<file path="config.mk">
export PLATFORM = sky130hd
export DESIGN_NAME = mul_div_unit_flat
export DESIGN_NICKNAME = d
export VERILOG_FILES = /design/src/rtl/alu_pkg.sv /design/src/rtl/mul_div_unit_if.sv /design/src/rtl/md_iter_step.sv /design/src/rtl/mul_div_unit.sv /design/src/flat_wrapper.sv
export SDC_FILE = /design/constraint.sdc
export NUM_CORES = 1
export LEC_CHECK = 0
export BUFFER_PORTS_ARGS = -buffer_cell sky130_fd_sc_hd__clkbuf_2
export CAP_MARGIN = 20
export CORE_ASPECT_RATIO = 1.75
export CORE_MARGIN = 8
export CORE_UTILIZATION = 40
export CTS_BUF_LIST = sky130_fd_sc_hd__clkbuf_8
export DETAILED_ROUTE_END_ITERATION = 7
export SETUP_SLACK_MARGIN = 0.5
export SLEW_MARGIN = 10
export SYNTH_ARGS = -nofsm -noshare
export SYNTH_HDL_FRONTEND = slang
export SYNTH_SLANG_ARGS = --single-unit
</file>
<file path="constraint.sdc">
create_clock -name Clk -period 4.2 [get_ports Clk]
set_input_delay 0.21 -clock Clk [delete_from_list [all_inputs] [get_ports Clk]]
set_output_delay 0.21 -clock Clk [all_outputs]
set_load 0.005 [all_outputs]
</file>
<file path="src/rtl/alu_pkg.sv">
// Shared encodings and defaults for the iterative multiply/divide unit.
package alu_pkg;

  localparam int unsigned MD_WIDTH = 64;
  localparam int unsigned MD_CNT_W = 7;
  localparam int unsigned TAG_W    = 5;

  // Operation encodings (Op input)
  localparam logic [1:0] OP_MUL   = 2'b00;
  localparam logic [1:0] OP_UMULH = 2'b01;
  localparam logic [1:0] OP_UDIV  = 2'b10;
  localparam logic [1:0] OP_SDIV  = 2'b11;

  // FSM state encodings
  localparam logic [1:0] ST_IDLE   = 2'd0;
  localparam logic [1:0] ST_CALC   = 2'd1;
  localparam logic [1:0] ST_FINISH = 2'd2;

endpackage

</file>
<file path="src/rtl/mul_div_unit_if.sv">
// Request/response bundle between the register-file read side and the mul/div unit.
interface mul_div_unit_if import alu_pkg::*; #(
  parameter int unsigned WIDTH = MD_WIDTH
);
  logic             Start;
  logic [1:0]       Op;
  logic [WIDTH-1:0] OpA;
  logic [WIDTH-1:0] OpB;
  logic [TAG_W-1:0] RdIn;
  logic             Busy;
  logic             Done;
  logic [WIDTH-1:0] Result;
  logic [TAG_W-1:0] RdOut;

  modport master (
    output Start, Op, OpA, OpB, RdIn,
    input  Busy, Done, Result, RdOut
  );

  modport slave (
    input  Start, Op, OpA, OpB, RdIn,
    output Busy, Done, Result, RdOut
  );
endinterface

</file>
<file path="src/rtl/md_iter_step.sv">
// One radix-2 iteration: shift-add for multiply, restoring shift-subtract for divide.
module md_iter_step #(
  parameter int unsigned WIDTH = 64
) (
  input  logic             is_div_i,
  input  logic [WIDTH-1:0] hi_i,    // product high half / partial remainder
  input  logic [WIDTH-1:0] lo_i,    // multiplier bits / dividend-then-quotient bits
  input  logic [WIDTH-1:0] opnd_i,  // multiplicand / divisor
  output logic [WIDTH-1:0] hi_o,
  output logic [WIDTH-1:0] lo_o
);

  logic [WIDTH:0] sum_c;
  logic [WIDTH:0] shifted_c;
  logic [WIDTH:0] diff_c;

  // Select the multiply or divide step; remainder never exceeds WIDTH bits after restore
  always_comb begin
    sum_c     = {1'b0, hi_i} + (lo_i[0] ? {1'b0, opnd_i} : {(WIDTH+1){1'b0}});
    shifted_c = {hi_i, lo_i[WIDTH-1]};
    diff_c    = shifted_c - {1'b0, opnd_i};
    hi_o      = sum_c[WIDTH:1];
    lo_o      = {sum_c[0], lo_i[WIDTH-1:1]};
    if (is_div_i) begin
      if (!diff_c[WIDTH]) begin
        hi_o = diff_c[WIDTH-1:0];
        lo_o = {lo_i[WIDTH-2:0], 1'b1};
      end else begin
        hi_o = shifted_c[WIDTH-1:0];
        lo_o = {lo_i[WIDTH-2:0], 1'b0};
      end
    end
  end

endmodule

</file>
<file path="src/rtl/mul_div_unit.sv">
// Iterative MUL/UMULH/UDIV/SDIV unit: FSM, iteration counter and sign handling.
module mul_div_unit import alu_pkg::*; #(
  parameter int unsigned WIDTH = MD_WIDTH,
  parameter int unsigned CNT_W = MD_CNT_W
) (
  input logic          Clk,
  input logic          ResetL,
  mul_div_unit_if.slave md
);

  logic [1:0]       state_q, state_d;
  logic [CNT_W-1:0] cnt_q, cnt_d;
  logic [WIDTH-1:0] hi_q, hi_d;
  logic [WIDTH-1:0] lo_q, lo_d;
  logic [WIDTH-1:0] opnd_q, opnd_d;
  logic [1:0]       op_q, op_d;
  logic             neg_q, neg_d;
  logic             dz_q, dz_d;
  logic             busy_q, busy_d;
  logic             done_q, done_d;
  logic [WIDTH-1:0] result_q, result_d;
  logic [TAG_W-1:0] rd_pend_q, rd_pend_d;
  logic [TAG_W-1:0] rd_q, rd_d;

  logic             is_sdiv_c;
  logic [WIDTH-1:0] a_mag_c, b_mag_c;
  logic [WIDTH-1:0] step_hi_c, step_lo_c;

  // SDIV operands become magnitudes; other ops pass through unsigned
  assign is_sdiv_c = (md.Op == OP_SDIV);
  assign a_mag_c   = (is_sdiv_c && md.OpA[WIDTH-1]) ? -md.OpA : md.OpA;
  assign b_mag_c   = (is_sdiv_c && md.OpB[WIDTH-1]) ? -md.OpB : md.OpB;

  md_iter_step #(.WIDTH(WIDTH)) u_step (
    .is_div_i (op_q[1]),
    .hi_i     (hi_q),
    .lo_i     (lo_q),
    .opnd_i   (opnd_q),
    .hi_o     (step_hi_c),
    .lo_o     (step_lo_c)
  );

  // Next-state and datapath update
  always_comb begin
    state_d   = state_q;
    cnt_d     = cnt_q;
    hi_d      = hi_q;
    lo_d      = lo_q;
    opnd_d    = opnd_q;
    op_d      = op_q;
    neg_d     = neg_q;
    dz_d      = dz_q;
    busy_d    = busy_q;
    done_d    = 1'b0;
    result_d  = result_q;
    rd_pend_d = rd_pend_q;
    rd_d      = rd_q;
    case (state_q)
      ST_IDLE: begin
        if (md.Start) begin
          op_d      = md.Op;
          rd_pend_d = md.RdIn;
          hi_d      = '0;
          cnt_d     = '0;
          neg_d     = is_sdiv_c && (md.OpA[WIDTH-1] ^ md.OpB[WIDTH-1]);
          dz_d      = (md.OpB == '0);
          busy_d    = 1'b1;
          state_d   = ST_CALC;
          if (md.Op[1]) begin
            lo_d   = a_mag_c;
            opnd_d = b_mag_c;
          end else begin
            lo_d   = md.OpB;
            opnd_d = md.OpA;
          end
        end
      end
      ST_CALC: begin
        hi_d  = step_hi_c;
        lo_d  = step_lo_c;
        cnt_d = cnt_q + CNT_W'(1);
        if (cnt_q == CNT_W'(WIDTH - 1)) begin
          state_d = ST_FINISH;
        end
      end
      ST_FINISH: begin
        case (op_q)
          OP_MUL:   result_d = lo_q;
          OP_UMULH: result_d = hi_q;
          OP_UDIV:  result_d = dz_q ? '0 : lo_q;
          default:  result_d = dz_q ? '0 : (neg_q ? -lo_q : lo_q);
        endcase
        rd_d    = rd_pend_q;
        done_d  = 1'b1;
        busy_d  = 1'b0;
        state_d = ST_IDLE;
      end
      default: begin
        busy_d  = 1'b0;
        state_d = ST_IDLE;
      end
    endcase
  end

  // State and output registers; reset aborts any operation in flight
  always_ff @(posedge Clk or negedge ResetL) begin
    if (!ResetL) begin
      state_q   <= ST_IDLE;
      cnt_q     <= '0;
      hi_q      <= '0;
      lo_q      <= '0;
      opnd_q    <= '0;
      op_q      <= OP_MUL;
      neg_q     <= 1'b0;
      dz_q      <= 1'b0;
      busy_q    <= 1'b0;
      done_q    <= 1'b0;
      result_q  <= '0;
      rd_pend_q <= '0;
      rd_q      <= '0;
    end else begin
      state_q   <= state_d;
      cnt_q     <= cnt_d;
      hi_q      <= hi_d;
      lo_q      <= lo_d;
      opnd_q    <= opnd_d;
      op_q      <= op_d;
      neg_q     <= neg_d;
      dz_q      <= dz_d;
      busy_q    <= busy_d;
      done_q    <= done_d;
      result_q  <= result_d;
      rd_pend_q <= rd_pend_d;
      rd_q      <= rd_d;
    end
  end

  assign md.Busy   = busy_q;
  assign md.Done   = done_q;
  assign md.Result = result_q;
  assign md.RdOut  = rd_q;

endmodule

</file>
<file path="src/flat_wrapper.sv">
// flat-port wrapper written by rule: the top's interface ports become plain ports
module mul_div_unit_flat import alu_pkg::*;
#(
  parameter int unsigned WIDTH = MD_WIDTH,
  parameter int unsigned CNT_W = MD_CNT_W
)
  (Clk, ResetL, md_Start, md_Op, md_OpA, md_OpB, md_RdIn, md_Busy, md_Done, md_Result, md_RdOut);
  mul_div_unit_if #(.WIDTH(WIDTH)) md_i ();
  input logic Clk;
  input logic ResetL;
  input wire logic [$bits(md_i.Start)-1:0] md_Start;
  input wire logic [$bits(md_i.Op)-1:0] md_Op;
  input wire logic [$bits(md_i.OpA)-1:0] md_OpA;
  input wire logic [$bits(md_i.OpB)-1:0] md_OpB;
  input wire logic [$bits(md_i.RdIn)-1:0] md_RdIn;
  output wire logic [$bits(md_i.Busy)-1:0] md_Busy;
  output wire logic [$bits(md_i.Done)-1:0] md_Done;
  output wire logic [$bits(md_i.Result)-1:0] md_Result;
  output wire logic [$bits(md_i.RdOut)-1:0] md_RdOut;
  assign md_i.Start = md_Start;
  assign md_i.Op = md_Op;
  assign md_i.OpA = md_OpA;
  assign md_i.OpB = md_OpB;
  assign md_i.RdIn = md_RdIn;
  assign md_Busy = md_i.Busy;
  assign md_Done = md_i.Done;
  assign md_Result = md_i.Result;
  assign md_RdOut = md_i.RdOut;
  mul_div_unit #(.WIDTH(WIDTH), .CNT_W(CNT_W)) u_core (.Clk(Clk), .ResetL(ResetL), .md(md_i));
endmodule
</file>
==> flow_summary.yaml, run 1 <==
critical_path:
  reg2reg_to: "u_core.hi_q[59]$_DFFE_PN0P_"
  cp.required_ns: 4.79
  cp_max_fo: 10
  arrival_ns: 4.34
  crit_path_start_kind: "register"
  rr_startpoint: "u_core.opnd_q[28]$_DFFE_PN0P_"
  endpoint_kind: "register"
  critPathKind: "reg2reg"
  r2r_slack_ns: 0.45
  r2r_cells: 14
global_routing:
  grt_overflow_total: 0
  grt_max_degree: 119
  grt_pass1_wl_um: 195800
  grt_pass1_vias: 29700
  antenna_found_initial: 7
  grtUsageTotal_pct: 35.32
power_and_ir_drop:
  p_leak_nw: 13.76
  vdd_drop_max_mv: 0.5845
  p_total_mw: 28.28
  power-per-cell-area_nw_per_um2: 863.4
drt:
  final_antenna_net_count: 0
  wl_per_cell_um: 28.78
  wl_met3_um: 9110
  wirelength_um: 137500
  drc: 0
  dr_wl_met2_um: 65940
  drt_iter0_drc: 2753
  avgViaCountPerCell: 6.430
  met1_length_um: 44570
  highest-signal-layer: "met4"
  vias: 30710
  first_pass_iters: 7
clock_network:
  clock_sinks: 281
  clkLatencyLatePin_ns: 0.72
  clk_pin_slew_ns: 0.06
  cts_tree: "yes"
  ctsLongestPathBuffers: 3
  cts_buffers: 50
  root_buffer: "clkbuf_8"
  h-tree-depth: 2
synth:
  yosys-top-cells-area: "dfrtp_1, o21ai_0, a21oi_1"
  async_reset_ff_share_pct: 100.0
  synthFlopType: "dfrtp_1"
  synth_cells: 3541
  syn_area_um2: 26210
  synth_area_per_cell_um2: 7.401
  yosys-top-cells-count: "nand2_1, o21ai_0, a21oi_1, nor2_1, dfrtp_1"
  synth-edff-count: 0
  yosys.area.top_type: "dfrtp_1"
  seq_area_frac_synth_pct: 26.83
  synth_top_area_share_pct: 26.83
  post_synth_num_cell_types: 82
  synthesis.nets: 3813
  ys_ff_latch: 281
  synth.most_common_cell: "nand2_1"
  synth_warnings: 0
timing:
  report.final.hold_viol_count: 0
  slew_violations: 0
  tightest_slew_ns: 1.133
  setup_tns_ns: 0
  period_share_pct: 89.29
  max_freq_ghz: 0.2667
  slew_headroom_pct: 24.49
  rsz0062_at_grt: "true"
  fin_skew_ns: 0.04930
  setup_viol: 0
  period_minus_slack_ns: 3.750
hold_path:
  hold_depth: 3
  holdCritStartpoint: "md_Op[1]"
  hold_path.class: "in2reg"
  hold_end: "u_core.neg_q$_DFFE_PN0P_"
status:
  status: "finished clean"
place:
  dpl_cell_area_um2: 28830
  place_inst: 4495
  portBuffers: 208
  place.gp.congestion: 1.057
  hpwl_um: 103200
finish:
  fin_cells: 4777
  nNetsFinal: 4187
  finish.utilization_pct: 50.27
  final.fill_count: 6534
  drive_gt1_share_pct: 18.60
  syn2layout_area_growth_pct: 24.99
  stdcell_area_um2: 32760
floorplan:
  initial_core_util_pct: 40.22
  rows: 124
  die_h_um: 354.6
  fp.dieW_um: 209.5
  core_area_um2: 65160
  ios: 209
  die-area_um2: 74290
flow_run:
  cap_violations: 0
-- layout by cell type, fill, tap and decap left out, types with 100 or more instances in the layout --
cell type | netlist | final
a21oi_1 | 345 | 326
buf_4 | 1 | 207
clkbuf_2 | 0 | 205
dfrtp_1 | 281 | 276
dlygate4sd3_1 | 0 | 122
ha_1 | 132 | 100
inv_1 | 129 | 120
nand2_1 | 454 | 448
nor2_1 | 295 | 285
o21ai_0 | 378 | 356
xnor2_1 | 112 | 110
xor2_1 | 115 | 113
-- metal layers --
metal | up-vias | GRT usage [%]
li1 | 13770 | -
met1 | 14700 | 35.18
met2 | 1626 | 61.15
met3 | 624 | 5.475
met4 | 0 | 35.25
met5 | - | 0
-- what timing repair did --
item                                    4_1_cts  5_1_grt
gates resized for setup                      59      180
hold endpoints to repair                    166        0
hold buffers                                123        0
endpoints found under the setup margin       66       88
setup buffers                                13       42
gates cloned                                  3        6
pin swaps                                    15       79
-- where the power goes --
part           switching [mW]  internal, mW  leakage, nW  total, mW
Combinational            12.2          7.93         9.76       20.1
Clock                    1.36          1.42        0.578       2.78
Sequential               1.68          3.70         3.42       5.38
Total                    15.2          13.1         13.8       28.3
-- registers in the layout, summed over array words and instances (netlist names) --
register	cells
u_core.hi_q	64
u_core.lo_q	64
u_core.md.Result	64
u_core.opnd_q	64
u_core.cnt_q	7
u_core.md.RdOut	5
u_core.rd_pend_q	5
u_core.op_q	2
u_core.state_q	2
u_core.dz_q	1
u_core.md.Busy	1
u_core.md.Done	1
u_core.neg_q	1
-- layout make-up --
cell class | count | area [um^2] | share of cell area (%)
antenna | 7 | 17.52 | 0.05347
clock buffer | 67 | 922.1 | 2.815
clock inverter | 21 | 100.1 | 0.3056
inverter | 131 | 555.5 | 1.696
multi-input combinational | 2881 | 18660 | 56.98
sequential | 281 | 7043 | 21.50
tap | 819 | 1025 | 3.128
timing repair buffer | 570 | 4431 | 13.53
-- stage by stage --
step	hold WS, ns	setup WS [ns]
floorplan	-0.08559	0.5015
detailed placement	0.2761	0.03938
global route	0.02915	0.3159
finish	0.01911	0.4499
global placement	0.2746	0.05142
CTS	0.001975	0.4437
-- worst max-delay path by stage --
stage	depth (start not counted)	to	slack [ns]	startpoint
floorplan	16	u_core.hi_q[62]$_DFFE_PN0P_	0.50	u_core.lo_q[0]$_DFFE_PN0P_
global placement	14	u_core.hi_q[59]$_DFFE_PN0P_	0.05	u_core.opnd_q[5]$_DFFE_PN0P_
detailed placement	14	u_core.hi_q[59]$_DFFE_PN0P_	0.04	u_core.opnd_q[5]$_DFFE_PN0P_
CTS	16	u_core.hi_q[59]$_DFFE_PN0P_	0.44	u_core.lo_q[63]$_DFFE_PN0P_
global route	16	u_core.hi_q[59]$_DFFE_PN0P_	0.32	u_core.opnd_q[4]$_DFFE_PN0P_
finish	14	u_core.hi_q[59]$_DFFE_PN0P_	0.45	u_core.opnd_q[28]$_DFFE_PN0P_
-- critical path, cell delays in order, from the launching register on --
cell,delay [ns]
dfrtp_1,0.37
clkinvlp_4,0.34
ha_1,0.53
nand2_1,0.23
nor2_1,0.07
a211o_1,0.29
a31o_4,0.25
a211oi_4,0.32
buf_6,0.18
xor2_4,0.10
buf_12,0.20
buf_16,0.16
a31oi_1,0.15
o21ai_0,0.16
a211o_1,0.27
-- kinds of logic after synthesis --
logic type | count (synthesis) | synth area share, %
buffers and inverters | 379 | 5.486
adder cells (fa/ha/maj) | 134 | 6.455
XOR/XNOR | 227 | 7.586
flip-flops | 281 | 26.83
AO/OA/AOI/OAI | 1329 | 31.59
AND/OR/NAND/NOR | 1125 | 19.50
multiplexers | 66 | 2.554
No activity file was read; power rests on OpenSTA's default activity.
==> run 2, diff against run 1 <==
RECOVER_POWER = 50   (was unset)
==> run 2 against run 1 <==
- the run now ends with max-capacitance violations, max-slew violations left
- setup slack improved by 0.015 ns
- highest routed layer is now met5
- fmax rose by 0.40%
- register-to-register slack barely moved
==> flow_summary.yaml, run 2 (synthesized netlist as in run 1, its figures left out) <==
status:
  status: "finished with violations"
  violations: "max-capacitance violations, max-slew violations"
timing:
  setup_tns_ns: 0
  report.final.hold_viol_count: 0
  rsz0062_at_grt: "true"
  max_freq_ghz: 0.2677
  tightest_slew_ns: 2.356
  period_minus_slack_ns: 3.735
  fin_skew_ns: 0.05538
  setup_viol: 0
  period_share_pct: 88.93
  slew_headroom_pct: -57.08
  slew_violations: 78
critical_path:
  slowest_delay_ns: 0.53
  critPathKind: "reg2reg"
  crit_path_start_kind: "register"
  reg2reg_to: "u_core.hi_q[59]$_DFFE_PN0P_"
  crit_buf_inv: 4
  crit_chain: "clkinvlp_4 > ha_1 > nand2_1 > nor2_1 > a211o_1 > a31o_4 > a211oi_4 > buf_6 > xor2_4 > buf_12 > buf_16 > a31oi_1 > o21ai_0 > a211o_1"
  endpoint_kind: "register"
  cp.required_ns: 4.79
  crit_family: "compound AO/OA/AOI/OAI gates"
  cpMostUsedCell: "a211o_1"
  r2r_cells: 14
  cpMaxStageDelayCell: "ha_1"
  rr_startpoint: "u_core.opnd_q[28]$_DFFE_PN0P_"
  cp_max_fo: 10
  arrival_ns: 4.33
  r2r_slack_ns: 0.46
drt:
  first_pass_iters: 6
  vias: 30660
  drt_iter0_drc: 2772
  wirelength_um: 137200
  avgViaCountPerCell: 6.421
  final_antenna_net_count: 0
  wl_per_cell_um: 28.74
  drc: 0
flow_run:
  cap_violations: 1
finish:
  final_common_cell: "nand2_1"
  nNetsFinal: 4187
  final.fill_count: 6544
  drive_gt1_share_pct: 17.92
  syn2layout_area_growth_pct: 24.79
  final_cell_mix: "nand2_1, o21ai_0, a21oi_1, nor2_1, dfrtp_1"
  fin_cells: 4775
global_routing:
  grt_max_degree: 119
  grt_pass1_wl_um: 195800
  grtUsageTotal_pct: 35.32
  grt_pass1_vias: 29700
  antenna_found_initial: 7
  grt_overflow_total: 0
floorplan:
  rows: 124
  die_h_um: 354.6
  fp.dieW_um: 209.5
  ios: 209
  initial_core_util_pct: 40.22
  core_area_um2: 65160
  die-area_um2: 74290
clock_network:
  cts_buffers: 50
  cts_tree: "yes"
  ctsLongestPathBuffers: 3
  clkLatencyLatePin_ns: 0.73
  clk_pin_slew_ns: 0.06
  clock_sinks: 281
  root_buffer: "clkbuf_8"
  h-tree-depth: 2
power_and_ir_drop:
  power-per-cell-area_nw_per_um2: 864.1
  p_total_mw: 28.26
  vdd_drop_max_mv: 0.5880
  p_leak_nw: 13.67
hold_path:
  hold_depth: 3
  hold_path.class: "in2reg"
  holdCritStartpoint: "md_Op[1]"
  hold_end: "u_core.neg_q$_DFFE_PN0P_"
place:
  portBuffers: 208
  place.gp.congestion: 1.057
  hpwl_um: 103200
  place_inst: 4495
[run 2: metal layers]
layer | global-route usage (%) | up-vias | part of all wire, %
met5 | 0 | - | 0.0080
met4 | 35.25 | 2 | 13
met3 | 5.475 | 635 | 6.6
met2 | 61.15 | 1655 | 48
met1 | 35.18 | 14610 | 32
li1 | - | 13760 | -
[run 2: worst max-delay path by stage]
stage | slack [ns] | end | start | cells past startpoint
after global placement | 0.05 | u_core.hi_q[59]$_DFFE_PN0P_ | u_core.opnd_q[5]$_DFFE_PN0P_ | 14
after CTS | 0.44 | u_core.hi_q[59]$_DFFE_PN0P_ | u_core.lo_q[63]$_DFFE_PN0P_ | 16
after floorplan | 0.50 | u_core.hi_q[62]$_DFFE_PN0P_ | u_core.lo_q[0]$_DFFE_PN0P_ | 16
after global routing | 0.32 | u_core.hi_q[59]$_DFFE_PN0P_ | u_core.opnd_q[4]$_DFFE_PN0P_ | 16
final | 0.46 | u_core.hi_q[59]$_DFFE_PN0P_ | u_core.opnd_q[28]$_DFFE_PN0P_ | 14
after detailed placement | 0.04 | u_core.hi_q[59]$_DFFE_PN0P_ | u_core.opnd_q[5]$_DFFE_PN0P_ | 14
[run 2: what timing repair did]
item / 4_1_cts / 5_1_grt
pin swaps: 15 / 79
gates resized for setup: 59 / 180
hold buffers: 123 / 0
endpoints found under the setup margin: 66 / 88
hold endpoints to repair: 166 / 0
gates cloned: 3 / 6
buffers inserted: 13 / 42
[run 2: area by class of cell]
type                            instances  area (um^2)  share of cell area [%]
Timing Repair Buffer                  570         4382                   13.40
Sequential cell                       281         7043                   21.54
Inverter                              131        555.5                   1.699
Clock buffer                           67        922.1                   2.820
Tap cell                              819         1025                   3.133
Multi-Input combinational cell       2881        18660                   57.07
Clock inverter                         21        100.1                  0.3061
Antenna cell                            5        12.51                 0.03826
[run 2: power breakdown]
group,switching [mW],internal [mW]
Sequential,1.67,3.70
Clock,1.36,1.42
Combinational,12.2,7.93
Total,15.2,13.0
[run 2: through the flow]
step | cell area, um^2 | hold slack, ns | utilization, % | worst slack [ns]
floorplan | 26210 | -0.08559 | - | 0.5015
global placement | 28830 | 0.2746 | 44.24 | 0.05142
detailed placement | 28830 | 0.2761 | 44.24 | 0.03938
CTS | 31520 | 0.001975 | 48.37 | 0.4437
global route | 32700 | 0.02834 | 50.18 | 0.3159
finish | 32700 | 0.01471 | 50.19 | 0.4648
[run 2: worst min-delay path: cells and delay by family]
kind | cells | cell delay [ns]
buffers and inverters | 1 | 0.20
AOI/OAI and AO/OA | 1 | 0.08
and+or+nand+nor | 1 | 0.14
